--- config.mk ---
export PLATFORM = sky130hd
export DESIGN_NAME = vga_bounce_renderer
export DESIGN_NICKNAME = d
export VERILOG_FILES = /design/src/rtl/vga_bounce_renderer.sv
export SDC_FILE = /design/constraint.sdc
export NUM_CORES = 1
export LEC_CHECK = 0
export CORE_UTILIZATION = 50
export CTS_CLUSTER_SIZE = 14
export DETAILED_ROUTE_END_ITERATION = 12
export GPL_TIMING_DRIVEN = 0
export PLACE_DENSITY = 0.71
export SYNTH_ARGS = -nofsm -noshare
export SYNTH_HDL_FRONTEND = slang
export SYNTH_SLANG_ARGS = --single-unit
--- constraint.sdc ---
create_clock -name clk -period 3.41 [get_ports clk]
set_input_delay 0.682 -clock clk [delete_from_list [all_inputs] [get_ports clk]]
set_output_delay 0.682 -clock clk [all_outputs]
set_load 0.005 [all_outputs]
--- src/rtl/vga_bounce_renderer.sv ---
// vga_bounce_renderer: two-stage pixel generator placed after the sync generator.
// Draws a white frame border, a selectable background and a bouncing square whose
// colour rotates on every bounce. Pixel and both syncs leave exactly 2 clocks after
// the raster position that produced them.
module vga_bounce_renderer #(
    parameter int H_ACTIVE = 640,
    parameter int V_ACTIVE = 480,
    parameter int BOX_SIZE = 32,
    parameter int STEP     = 2
) (
    input  logic       clk,
    input  logic       rst,
    input  logic [9:0] counter_x,
    input  logic [9:0] counter_y,
    input  logic       in_display_area,
    input  logic       hsync_in,
    input  logic       vsync_in,
    input  logic       sw_cc,
    input  logic       move_en,
    output logic [2:0] pixel,
    output logic       hsync_out,
    output logic       vsync_out,
    output logic       frame_tick
);

    localparam logic [9:0]  H_LAST = 10'(H_ACTIVE - 1);
    localparam logic [9:0]  V_LAST = 10'(V_ACTIVE - 1);
    localparam logic [10:0] BOX    = 11'(BOX_SIZE);
    localparam logic [10:0] STP    = 11'(STEP);

    // Stage-1 registers
    logic [9:0] x_s1_reg, y_s1_reg;
    logic       disp_s1_reg, hs_s1_reg, vs_s1_reg;

    // Stage-2 / output registers
    logic [2:0] pixel_reg, pixel_next;
    logic       hs_s2_reg, vs_s2_reg, frame_tick_reg;

    // Box state shared by both axes
    logic [2:0] colour_reg;
    logic       sw_meta_reg, sw_sync_reg, bg_sel_reg;
    logic [1:0] in_range;
    logic [1:0] bounce;
    logic       tick_cond;
    logic       border;

    // Last visible pixel of the frame is sitting in stage 1: motion and bg_sel update here
    assign tick_cond = disp_s1_reg && (x_s1_reg == H_LAST) && (y_s1_reg == V_LAST);
    assign border    = (x_s1_reg == 10'd0) || (x_s1_reg == H_LAST) ||
                       (y_s1_reg == 10'd0) || (y_s1_reg == V_LAST);

    // Stage 1: capture raster position, display enable and syncs
    always_ff @(posedge clk or posedge rst) begin
        if (rst) begin
            x_s1_reg    <= '0;
            y_s1_reg    <= '0;
            disp_s1_reg <= 1'b0;
            hs_s1_reg   <= 1'b1;
            vs_s1_reg   <= 1'b1;
        end else begin
            x_s1_reg    <= counter_x;
            y_s1_reg    <= counter_y;
            disp_s1_reg <= in_display_area;
            hs_s1_reg   <= hsync_in;
            vs_s1_reg   <= vsync_in;
        end
    end

    // Per-axis box position, direction and hit test (gi=0: X, gi=1: Y)
    generate
        for (genvar gi = 0; gi < 2; gi++) begin : g_axis
            localparam logic [10:0] LIMIT = (gi == 0) ? 11'(H_ACTIVE) : 11'(V_ACTIVE);
            logic [9:0]  pos_reg, pos_next;
            logic        fwd_reg, fwd_next;
            logic        bounce_next;
            logic [10:0] pos_ext, coord_ext;

            assign pos_ext      = {1'b0, pos_reg};
            assign coord_ext    = (gi == 0) ? {1'b0, x_s1_reg} : {1'b0, y_s1_reg};
            assign in_range[gi] = (coord_ext >= pos_ext) && (coord_ext < pos_ext + BOX);
            assign bounce[gi]   = bounce_next;

            // Next position: step forward/backward, clamp to the edge and reverse on bounce
            always_comb begin
                pos_next    = pos_reg;
                fwd_next    = fwd_reg;
                bounce_next = 1'b0;
                if (fwd_reg) begin
                    if (pos_ext + BOX + STP > LIMIT) begin
                        pos_next    = 10'(LIMIT - BOX);
                        fwd_next    = 1'b0;
                        bounce_next = 1'b1;
                    end else begin
                        pos_next = 10'(pos_ext + STP);
                    end
                end else begin
                    if (pos_ext < STP) begin
                        pos_next    = 10'd0;
                        fwd_next    = 1'b1;
                        bounce_next = 1'b1;
                    end else begin
                        pos_next = 10'(pos_ext - STP);
                    end
                end
            end

            // Position/direction advance once per frame when motion is enabled
            always_ff @(posedge clk or posedge rst) begin
                if (rst) begin
                    pos_reg <= '0;
                    fwd_reg <= 1'b1;
                end else if (tick_cond && move_en) begin
                    pos_reg <= pos_next;
                    fwd_reg <= fwd_next;
                end
            end
        end
    endgenerate

    // Colour rotates once per frame with any bounce (a corner counts as one)
    always_ff @(posedge clk or posedge rst) begin
        if (rst) begin
            colour_reg <= 3'b001;
        end else if (tick_cond && move_en && (|bounce)) begin
            colour_reg <= {colour_reg[1:0], colour_reg[2]};
        end
    end

    // Switch synchroniser; background only changes between frames
    always_ff @(posedge clk or posedge rst) begin
        if (rst) begin
            sw_meta_reg <= 1'b0;
            sw_sync_reg <= 1'b0;
            bg_sel_reg  <= 1'b0;
        end else begin
            sw_meta_reg <= sw_cc;
            sw_sync_reg <= sw_meta_reg;
            if (tick_cond) begin
                bg_sel_reg <= sw_sync_reg;
            end
        end
    end

    // Pixel priority: blanking, border, box, background
    always_comb begin
        pixel_next = 3'b000;
        if (!disp_s1_reg) begin
            pixel_next = 3'b000;
        end else if (border) begin
            pixel_next = 3'b111;
        end else if (&in_range) begin
            pixel_next = colour_reg;
        end else begin
            pixel_next = bg_sel_reg ? 3'b001 : 3'b000;
        end
    end

    // Stage 2: register pixel, forwarded syncs and frame tick
    always_ff @(posedge clk or posedge rst) begin
        if (rst) begin
            pixel_reg      <= 3'b000;
            hs_s2_reg      <= 1'b1;
            vs_s2_reg      <= 1'b1;
            frame_tick_reg <= 1'b0;
        end else begin
            pixel_reg      <= pixel_next;
            hs_s2_reg      <= hs_s1_reg;
            vs_s2_reg      <= vs_s1_reg;
            frame_tick_reg <= tick_cond;
        end
    end

    assign pixel      = pixel_reg;
    assign hsync_out  = hs_s2_reg;
    assign vsync_out  = vs_s2_reg;
    assign frame_tick = frame_tick_reg;

endmodule

==> results of run 1 <==
-- worst max-delay path by stage --
| stage | depth (start not counted) | startpoint | to | slack, ns |
|---|---|---|---|---|
| after floorplan | 11 | g_axis[0].pos_reg[5] | pixel[0] | 0.59 |
| after global placement | 9 | g_axis[0].pos_reg[5] | colour_reg[1] | 0.09 |
| after detailed placement | 9 | g_axis[0].pos_reg[5] | colour_reg[1] | 0.03 |
| after CTS | 9 | g_axis[0].pos_reg[5] | colour_reg[1] | 0.01 |
| after global routing | 9 | g_axis[0].pos_reg[5] | colour_reg[1] | 0.06 |
| final | 9 | g_axis[0].pos_reg[5] | colour_reg[1] | 0.24 |
-- worst max-delay path: stages, from the launching register on --
cell,delay (ns)
sky130_fd_sc_hd__dfrtp_1,0.45
sky130_fd_sc_hd__clkbuf_2,0.24
sky130_fd_sc_hd__inv_1,0.16
sky130_fd_sc_hd__ha_1,0.38
sky130_fd_sc_hd__or4_1,0.53
sky130_fd_sc_hd__o311ai_1,0.09
sky130_fd_sc_hd__a221oi_1,0.20
sky130_fd_sc_hd__nor3b_4,0.46
sky130_fd_sc_hd__o32ai_2,0.21
sky130_fd_sc_hd__mux2_1,0.35
-- power by group --
group	internal [mW]	leakage [nW]	total (mW)	switching, mW
clock	0.148	0.0418	0.375	0.227
sequential	0.671	0.649	0.689	0.0172
combinational	0.0571	1.05	0.104	0.0473
total	0.877	1.74	1.17	0.292
-- kinds of logic after synthesis --
kind of cell	synth area share, %
AND/OR/NAND/NOR	18.72
AO/OA/AOI/OAI	21.22
flip-flops	37.89
buffers and inverters	5.441
adder cells (fa/ha/maj)	12.66
XOR/XNOR	2.601
multiplexers	1.472
-- timing repair --
| action | CTS | global route |
|---|---|---|
| gates resized for setup | 0 | 3 |
| hold buffers | 0 | 0 |
| endpoints found under the setup margin | 0 | 5 |
-- layer usage --
| layer | track usage [%] | wire, um |
|---|---|---|
| met1 | 35.31 | 4219 |
| met2 | 35.94 | 3801 |
| met3 | 3.033 | 511 |
| met4 | 6.855 | 54 |
| met5 | 0 | 0 |
-- final cells by class --
| type | instances | area (um^2) |
|---|---|---|
| fill | 613 | 2731 |
| multi-input combinational | 296 | 2078 |
| sequential | 55 | 1385 |
| timing repair buffer | 33 | 340.3 |
| tap | 96 | 120.1 |
| buffer | 17 | 102.6 |
| inverter | 26 | 97.59 |
| clock buffer | 6 | 72.57 |
| clock inverter | 2 | 16.27 |
-- synthesized netlist by cell type, drive strengths merged (4+ instances only) --
master / number
clkbuf: 9
nor3: 16
dfstp: 7
a21o: 7
nor2: 25
o22ai: 5
a21oi: 23
a211oi: 8
o31ai: 4
a31oi: 7
o21a: 4
inv: 25
dfrtp: 48
ha: 37
and3: 4
or4: 7
nand2: 29
o21ai: 27
xnor2: 10
nand4: 12
nor4: 8
a22oi: 5
nand3: 13
buf: 8
==> impl.org, run 1 <==
** Setup path
- Required time of the critical path :: roughly 3.6 ns
- Reg2Reg Capture Point :: colour_reg[1]
- STA classifies the critical path startpoint as a flip-flop.
- Type of destination of the critical path :: flip-flop
- R2R depth :: 9
- In this run the critical register-to-register path is launched from g_axis[0].pos_reg[5].
- R2R Setup Slk :: 0.24 ns
- The critical path is of the flip-flop to flip-flop type.
- Crit-path max FO :: 9
- Signal arrival time at the worst endpoint :: 3.38 ns

** Timing
- Final Hold Fails :: 0
- Post-route minimum period :: approximately 3.2 ns
- Setup repair after global routing left no endpoint under its margin.
- Maximum achievable frequency :: around 0.32 GHz
- Between clock sinks in the finished design, the worst skew comes to 0.01739 ns.
- At the pin with the least slew margin, the transition time is around 0.65 ns.
- Slew HR :: roughly 57%
- Of the available clock period, the critical path in the final layout requires around 93%.
- Adding up every negative setup slack in the final design gives 0 ns.
- Number of failing setup endpoints in the final timing report :: 0
- The number of max-slew violations in the final report is 0.
- The worst path meets setup with approximately 0.24 ns of slack.
- Hold Slack :: ~0.36 ns

** Cells and area
- Compared with the post-synthesis result, the final layout area differs by 15.23%.
- Leading cell types in the layout, fill and taps excluded :: 48 x sky130_fd_sc_hd__dfrtp_1, 37 x sky130_fd_sc_hd__ha_1, 32 x sky130_fd_sc_hd__clkdlybuf4s50_1
- Final core utilization :: about three fifths
- Number of nets in the layout :: between 400 and 500
- Flip-flop count of the largest register, all copies and words added :: 18
- The finished layout holds around 530 standard cells, fillers aside.
- Most frequent standard cell in the layout excluding fill and tap cells :: sky130_fd_sc_hd__dfrtp_1
- Of the cells placed in the final design, the portion with a size suffix greater than 1 is 8.736%.
- After routing the design area is ~4200 um^2.
- Antenna cells :: 0

** Synthesis
- The biggest area contributor in the post-synthesis netlist is sky130_fd_sc_hd__dfrtp_1.
- Mapped Area :: roughly 3700 um^2
- Async S/R FF share, synth :: 100.0%
- The synthesized design devotes to its leading area cell type about a third of total area.
- Post-Syn Nets :: roughly 460
- Number of cells produced by synthesis :: ~390
- Of the synthesized area, sequential elements account for 37.89%.
- Counting distinct cell types in the post-synthesis netlist gives between 60 and 70.
- The most used flip-flop cell after synthesis is sky130_fd_sc_hd__dfrtp_1.
- Biggest area contributors in the synthesized netlist :: sky130_fd_sc_hd__dfrtp_1 33%, sky130_fd_sc_hd__ha_1 13%, sky130_fd_sc_hd__dfstp_2 5.0%
- Number of enable flip-flop cells after synthesis :: 0
- Synthesized area per cell :: between 9 and 10 um^2
- During synthesis, Yosys emitted a total of 0 warnings.
- Synthesized flop and latch total :: 55

** Place
- Setup slack after placement :: about 0.027 ns
- Placed instance area :: between 4000 and 5000 um^2
- I/O Buffers :: 32
- Routability-driven placement congestion ratio :: roughly 0.9
- Placed Cells :: 523
- Post-DP HPWL :: about 6.3 mm

** GRT
- The via count of the first global-routing pass came to 2972.
- Total overflow reported by the global router :: 0
- The number of antenna violations at the first check in global routing came to 0.
- For this run, the total global-route usage over all layers was measured as a little under a quarter.
- Maximum number of pins on one net before global-route repair :: 33
- Global-route wire length before repair :: approximately 14 mm

** Floorplanning
- Ports :: 33
- Die X-Extent :: 87.51 um
- Area of the die :: 7658 um^2
- Floorplan core area :: around 7000 um^2
- The initial utilization of the core area, before any placement, comes to a little over half.
- Die height :: a little under 90 um
- Rows :: 30

** Power
- Worst vdd ir :: approximately 0.23 mV
- Sum of internal, switching and leakage power :: ~1.2 mW
- PD cells :: between 200 and 300 nW/um^2
- Lkg Pwr :: ~1.7 nW

** CTS
- Buffers inserted during clock tree synthesis total 5.
- Clk slew on worst S/H paths :: ~0.11 ns
- The clock tree synthesis step divided the H-tree into 2 levels.
- TritonCTS clock tree :: done
- Max Buffers Root-to-Sink :: 2
- Clock latency on the worst-skew pair, taken at its later pin, is just over 0.3 ns.
- Clock sink count :: between 50 and 60
- Post-CTS Setup Inserts :: 0
- The cell sitting at the root of the clock tree is a sky130_fd_sc_hd__clkbuf_8.

** Route
- The count of nets left with antenna violations once routing finished came out at 0.
- Detailed Routing Iterations Pass 1 :: 5
- In the routed layout, each cell is associated on average with a via count of 6.045.
- Number of remaining DRC errors :: 0
- The detailed router placed 3210 vias in this run.
- DR iter-0 viols :: 260
- Total detailed-routing wirelength :: about 8.6 mm
- After detailed routing, the average wire length per cell comes to 16.17 um.

** Min path
- The tightest min-delay check is of the flip-flop to flip-flop type.
- In this run the most critical hold path is launched from sw_meta_reg.
- The worst hold path was traced through 0 stages.
- End point of the most critical hold path :: sw_sync_reg

** Status
- Result of the run :: finished, final reports clean

** Job
- Max-capacitance violation count :: 0
Note: power is estimated with default switching activity, not from simulation.
==> run 2, diff against run 1 <==
Settings changed: SKIP_LAST_GASP from default to 1, SLEW_MARGIN from default to 0.
==> results of run 2 <==
No change in the layout: final DEF, timing and power equal those of run 1.
